===== src/rtl/mfa_pkg.sv =====
// ---------------------------------------------------------------------------
// mfa_pkg
// Shared definitions for the MFA k-mer counting slice.
//   SYM_W        : bits per nucleotide symbol
//   addr_w(k)    : CGR memory address width for a k-mer of length k
//   cgr_state_t  : state encoding of the cgr_reader scan FSM
// ---------------------------------------------------------------------------
package mfa_pkg;

  localparam int SYM_W = 2;

  // One x bit and one y bit per symbol, so the address is SYM_W*k wide.
  function automatic int addr_w(input int k);
    return SYM_W * k;
  endfunction

  typedef enum logic [2:0] {
    S_IDLE    = 3'd0,
    S_ISSUE   = 3'd1,
    S_CAPTURE = 3'd2,
    S_OUT     = 3'd3,
    S_FIN     = 3'd4
  } cgr_state_t;

endpackage


===== src/rtl/cgr_decode.sv =====
// ---------------------------------------------------------------------------
// cgr_decode
// Purely combinational reorder of a CGR address {x, y} into its k-mer.
// Symbol of age i (0 = newest) is {x[K-1-i], y[K-1-i]} and lands in
// o_kmer[2i+1:2i], so the oldest symbol ends up in the MSBs.
//   i_addr : CGR address, x in the upper K bits, y in the lower K bits
//   o_kmer : decoded k-mer
// ---------------------------------------------------------------------------
module cgr_decode
  import mfa_pkg::*;
#(
  parameter int DATA_LEN = 3
) (
  input  logic [2*DATA_LEN-1:0] i_addr,
  output logic [2*DATA_LEN-1:0] o_kmer
);

  for (genvar i = 0; i < DATA_LEN; i++) begin : g_sym
    assign o_kmer[SYM_W*i+1] = i_addr[2*DATA_LEN-1-i];
    assign o_kmer[SYM_W*i]   = i_addr[DATA_LEN-1-i];
  end

endmodule


===== src/rtl/cgr_reader.sv =====
// ---------------------------------------------------------------------------
// cgr_reader
// Scans the whole CGR count memory in ascending address order, absorbs the
// 1-cycle read latency, decodes each address into its k-mer and streams
// (address, k-mer, count) records downstream. Zero counts may be skipped.
//   CLK, RST     : clock, asynchronous active-high reset
//   start        : begin a scan (honoured only in IDLE)
//   skip_zero    : drop zero-count records (latched at start)
//   mem_ren/addr : memory read request, mem_rdata valid one cycle later
//   out_valid/out_ready/out_addr/out_kmer/out_count : record stream
//   busy         : FSM not in IDLE
//   done         : one-cycle pulse at scan end
//
// Handshake: a record transfers on a cycle where out_valid && out_ready.
// Once out_valid rises, it and the payload stay constant until transfer.
// ---------------------------------------------------------------------------
module cgr_reader
  import mfa_pkg::*;
#(
  parameter int DATA_LEN = 3,
  parameter int CNT_W    = 16
) (
  input  logic                        CLK,
  input  logic                        RST,
  input  logic                        start,
  input  logic                        skip_zero,
  output logic                        mem_ren,
  output logic [2*DATA_LEN-1:0]       mem_addr,
  input  logic [CNT_W-1:0]            mem_rdata,
  output logic                        out_valid,
  input  logic                        out_ready,
  output logic [2*DATA_LEN-1:0]       out_addr,
  output logic [2*DATA_LEN-1:0]       out_kmer,
  output logic [CNT_W-1:0]            out_count,
  output logic                        busy,
  output logic                        done
);

  localparam int AW = addr_w(DATA_LEN);
  localparam int IW = AW + 1;
  // One extra index bit so the increment past the last entry never wraps.
  localparam logic [IW-1:0] LAST_IDX = {1'b0, {AW{1'b1}}};

  cgr_state_t          r_state;
  cgr_state_t          w_next;
  logic [IW-1:0]       r_idx;
  logic                r_skip;
  logic [AW-1:0]       r_out_addr;
  logic [AW-1:0]       r_out_kmer;
  logic [CNT_W-1:0]    r_out_count;
  logic [AW-1:0]       w_kmer;
  logic                w_scan_init;
  logic                w_idx_inc;
  logic                w_last;

  cgr_decode #(.DATA_LEN(DATA_LEN)) u_decode (
    .i_addr (r_idx[AW-1:0]),
    .o_kmer (w_kmer)
  );

  assign w_last = (r_idx == LAST_IDX);

  always_comb begin
    w_next      = r_state;
    w_scan_init = 1'b0;
    w_idx_inc   = 1'b0;
    case (r_state)
      S_IDLE: begin
        if (start) begin
          w_next      = S_ISSUE;
          w_scan_init = 1'b1;
        end
      end
      S_ISSUE: w_next = S_CAPTURE;
      S_CAPTURE: begin
        if (r_skip && (mem_rdata == '0)) begin
          if (w_last) begin
            w_next = S_FIN;
          end else begin
            w_next    = S_ISSUE;
            w_idx_inc = 1'b1;
          end
        end else begin
          w_next = S_OUT;
        end
      end
      S_OUT: begin
        if (out_ready) begin
          if (w_last) begin
            w_next = S_FIN;
          end else begin
            w_next    = S_ISSUE;
            w_idx_inc = 1'b1;
          end
        end
      end
      S_FIN:   w_next = S_IDLE;
      default: w_next = S_IDLE;
    endcase
  end

  always_ff @(posedge CLK or posedge RST) begin
    if (RST) begin
      r_state     <= S_IDLE;
      r_idx       <= '0;
      r_skip      <= 1'b0;
      r_out_addr  <= '0;
      r_out_kmer  <= '0;
      r_out_count <= '0;
    end else begin
      r_state <= w_next;
      if (w_scan_init) begin
        r_idx  <= '0;
        r_skip <= skip_zero;
      end else if (w_idx_inc) begin
        r_idx <= r_idx + 1'b1;
      end
      // Payload is loaded only in CAPTURE, which keeps it frozen during OUT.
      if (r_state == S_CAPTURE) begin
        r_out_addr  <= r_idx[AW-1:0];
        r_out_kmer  <= w_kmer;
        r_out_count <= mem_rdata;
      end
    end
  end

  // Read request is a pure decode of the state: one read per ISSUE visit.
  assign mem_ren   = (r_state == S_ISSUE);
  assign mem_addr  = (r_state == S_ISSUE) ? r_idx[AW-1:0] : '0;
  assign out_valid = (r_state == S_OUT);
  assign out_addr  = r_out_addr;
  assign out_kmer  = r_out_kmer;
  assign out_count = r_out_count;
  assign busy      = (r_state != S_IDLE);
  assign done      = (r_state == S_FIN);

endmodule


===== config.mk =====
export PLATFORM = sky130hd
export DESIGN_NAME = cgr_reader
export DESIGN_NICKNAME = d
export VERILOG_FILES = /design/src/rtl/mfa_pkg.sv /design/src/rtl/cgr_decode.sv /design/src/rtl/cgr_reader.sv
export SDC_FILE = /design/constraint.sdc
export NUM_CORES = 1
export LEC_CHECK = 0
export CORE_MARGIN = 2
export CORE_UTILIZATION = 57
export DETAILED_ROUTE_END_ITERATION = 8
export DONT_BUFFER_PORTS = 1
export PLACE_DENSITY = 0.72
export SYNTH_ARGS = -nofsm -noshare
export SYNTH_HDL_FRONTEND = slang
export SYNTH_HIERARCHICAL = 1
export SYNTH_SLANG_ARGS = --single-unit

===== constraint.sdc =====
create_clock -name CLK -period 2.37 [get_ports CLK]
set_input_delay 0.474 -clock CLK [delete_from_list [all_inputs] [get_ports CLK]]
set_output_delay 0.474 -clock CLK [all_outputs]
set_load 0.005 [all_outputs]

# Word-level counts from Yosys, hierarchy flattened
# Cells that the tools add are included.
# totals
reg_bits	39
in_bits	21
out_inout_bits	38
elab_cells	34
# op_classes
n_addsub	1
eq_ne	7
mux	14
reduce_logical	6
# ops
cell	count
16-bit zero test	1
7-bit 2-to-1 mux	2
3-bit 2-to-1 mux	4
3-bit one-hot mux with 4 select lines	1
7-bit by 1-bit adder with 7-bit output, second input constant	1
7-bit by 6-bit == test with 1-bit output, second input constant	1
3-bit by 2-bit == test with 1-bit output, second input constant	2
6-bit 2-to-1 mux	1
1-bit 2-to-1 mux	5
3-bit by 1-bit == test with 1-bit output, second input constant	1
3-bit == test, second input constant	1
3-bit zero test	1
3-bit nonzero test	1
2-bit by 1-bit != test with 1-bit output, second input constant	1
2-bit != test, second input constant	1
1-bit one-hot mux with 2 select lines	1
2-bit AND reduction	1
2-bit nonzero test	1
1-bit logical AND	1

# Longest topological paths before layout
# logic_depth
ltp_word	6
mapped_depth	7
depth_no_buf	6

# By module
# The synthesis kept the hierarchy.
# modules_own_cells
mod	instances	cells_per_inst	area_each_um2	seq_area_each_um2
cgr_reader	1	139	1714.1	975.9
cgr_decode	1	6	45.0	0.0

# Worst setup path after synthesis
# No wires, ideal clock.
# synth_timing
path_type	register to register
startpoint	register r_idx[0]
endpoint	register r_idx[2]
setup_ps	77
arrival_time_ps	1791
required_ps	2293
path_slack_ps	501
stages_incl_launch_ff	8
path_buffers	1
synth_period_minus_slack_ps	1869
cell_sequence	dfrtp_1 > ha_1 > nand3_1 > nor3_1 > or2_1 > buf_2 > or4_1 > a21oi_1
# synth_between
elab_chain_cells	5
elab_cells_between_ends	9
classes_between	add/sub (1); eq/ne (1); mux (6); reduce/logical (1)
# synth_rtl
item	line	text
start, declared	cgr_reader.sv:46	logic [IW-1:0] r_idx;
start signal, assigned	cgr_reader.sv:116	r_idx <= r_idx + 1'b1;
branches (longest 5 deep; another with 7-bit by 1-bit adder with 7-bit output)	--	
# Several ways; the timed one is not identified. The select of a mux whose other input is x is not followed.
# A chain may end at the register's enable or synchronous reset.

# Final worst setup path
# layout_timing
startpoint	register r_idx[0]
endpoint	register r_idx[5]
# Same word-level chain as after synthesis.

==> impl_metrics.tcl <==
set metrics [dict create \
    syn_nets 167 \
    async_reset_ff_frac 1.00 \
    syn_area_sq_um 1760 \
    cts_made_buffers 5 \
    finalSetupViolations 0 \
    avgSynthCellArea_sq_um 12.1 \
    total_leakage_power_nw 0.816 \
    power_density_nw_per_um2 1310 \
    ys_ff_latch 39 \
    cap_violations 0 \
    status "finished clean" \
    clkSlewWorstSetupHoldPaths_ns 0.12 \
    setup_slack_ns 0.300 \
    finalNonFillerCells 180 \
    start_kind "flip-flop" \
    yosys.area.top_type_share 0.555 \
    grt_use_met3 0.0764 \
    busiest_layer "met2" \
    required_ns 2.65 \
    viasPerCell 6.21 \
    antenna_found_initial 0 \
    synth_flop_cell "dfrtp_1" \
    fin_setup_tns_ns 0 \
    antenna_left 0 \
    diodes 0 \
    yosysWarnings 6 \
    use_met2 0.350 \
    initial_core_util 0.586 \
    path_class "reg2reg" \
    cts_setup_buffers 0 \
    cts_hold_buffers 0 \
    fin_crit_ns 2.07 \
    io_pins 59 \
    crit_arrival_ns 2.35 \
    rows 20 \
    worstSkewPairLatency_ns 0.35 \
    fillCellCount 244 \
    drive_gt1_frac 0.293 \
    synth_edf_count 0 \
    report.final.hold_viol_count 0 \
    irDropWorstVdd_mv 0.621 \
    cts_buffer_depth 2 \
    synth_cell_type_count 30 \
    synth_area_leader_cell "dfrtp_1" \
    drt_pass1_iterations 6 \
    cts.sinks 39 \
    postCtsResizedCells 0 \
    nets 168 \
    fmax_mhz 483 \
    io_buffers 0 \
    place_area_sq_um 1780 \
    drt_wl_total_um 3470 \
    drc 0 \
    worstMarginPinSlew_ns 0.880 \
    holdCritPathClass "in2async" \
    critPathCaptureType "flip-flop" \
    slew_viol_final 0 \
    finClkSkew_ns 0.00627 \
    grt_pass1_wl_um 5420 \
    cp_max_fo 12 \
    finalWeightedCongestion 0.728 \
    dp_slack_ns 0.215 \
    vias 1117 \
    cts_root_buffer "clkbuf_4" \
    use_met1 0.255 \
    fp.dieH_um 59.6 \
    syn_inst 145 \
    wire_per_inst_um 19.3 \
    fp.dieW_um 59.6 \
    areaGrowthSynthToFinish_pct 6.69 \
    fp.coreArea_sq_um 3000 \
    fin_area_sq_um 1880 \
    first_global_vias 1154 \
    synth_common_cells "39 x dfrtp_1, 29 x mux2_2, 7 x a21oi_1, 7 x nor2_1" \
    drt_iter0_markers 28 \
    grt-ovfl-total 0 \
    synth-seq-area-share 0.555 \
    synth_area_leaders "dfrtp_1 55%, mux2_2 19%, buf_4 2.6%" \
    slew_headroom 0.413 \
    dp_hpwl_um 2550 \
    rsz0062_at_grt "false" \
    fin_crit_sh 0.873 \
    grt_use_total 0.211 \
    cts_htree_levels 2 \
    dieArea_sq_um 3550 \
    cts_tree "done" \
    grt_max_degree 30 \
    place_inst 172 \
    synth_most_common_cell "dfrtp_1" \
]
## per-layer routing
layer	wire length, um	vias to the layer above
met5	0	-
met4	30	0
met3	279	3
met2	1750	50
met1	1400	557
li1	-	507
## through the flow
step	utilization	hold slack [ns]	power [mW]
finish	0.625	0.184	2.46
global route	0.625	0.249	2.62
CTS	0.625	0.204	2.48
detailed placement	0.591	0.511	1.93
global placement	0.591	0.482	1.87
floorplan	-	0.472	1.77
## layout make-up
| cell class | count | area, sq um | share of cell area |
|---|---|---|---|
| multi-input combinational | 91 | 706 | 0.376 |
| timing repair buffer | 5 | 37.5 | 0.0200 |
| sequential | 39 | 976 | 0.520 |
| clock inverter | 2 | 60.1 | 0.0320 |
| clock buffer | 6 | 41.3 | 0.0220 |
| inverter | 4 | 15.0 | 0.00800 |
| tap | 33 | 41.3 | 0.0220 |
## flip-flops by register name, summed over array words and instances, names as in the netlist
name / count
r_skip: 1
r_idx: 7
r_state: 3
out_addr: 6
out_count: 16
out_kmer: 6
## worst paths after layout
path / start / to / slack, ns / cells past startpoint
worst max register to register: r_idx[0] / r_idx[5] / 0.30 / 6
worst max-delay path: r_idx[0] / r_idx[5] / 0.30 / 6
worst min-delay path: RST / out_addr[4] / 0.18 / 1
max in group asynchronous: RST / r_idx[1] / 1.52 / 2
min in group CLK: mem_rdata[4] / out_count[4] / 0.27 / 1
worst min register to register: r_skip / r_skip / 0.53 / 1
## cells by family (layout without fill, tap and decap cells)
group	Yosys count	in the layout	share of synthesized area
adders and majority gates	1	1	0.00711
buffers and inverters	15	17	0.0476
and+or+nand+nor	43	43	0.142
AOI/OAI and AO/OA	17	17	0.0569
muxes	30	30	0.191
DFF	39	39	0.555
## critical path: stages, from the launching register on
cell	delay (ns)
dfrtp_1	0.46
ha_1	0.24
nand3_1	0.15
nor3_1	0.10
or2_1	0.36
or4_1	0.54
a21oi_1	0.15
## cell usage in the layout (no fill, tap or decap), drive strengths merged
| cell type | n |
|---|---|
| clkbuf | 6 |
| mux2i | 1 |
| nand2b | 1 |
| and3 | 1 |
| or4 | 4 |
| a21oi | 7 |
| o21a | 1 |
| or2 | 2 |
| nor3 | 2 |
| nor3b | 4 |
| o21ai | 4 |
| nor2 | 7 |
| a21boi | 1 |
| bufinv | 2 |
| nor4 | 3 |
| inv | 4 |
| and2 | 6 |
| nand4 | 1 |
| dfrtp | 39 |
| buf | 5 |
| ha | 1 |
| mux2 | 29 |
| or3b | 1 |
| nand3 | 2 |
| nand3b | 1 |
| or3 | 2 |
| o31ai | 4 |
| nand2 | 6 |
## where the power goes
part / switching [mW] / internal [mW] / total (mW)
combinational: 0.322 / 0.384 / 0.706
clock: 0.218 / 0.329 / 0.547
sequential: 0.264 / 0.943 / 1.21
No activity file was read; power rests on OpenSTA's default activity.
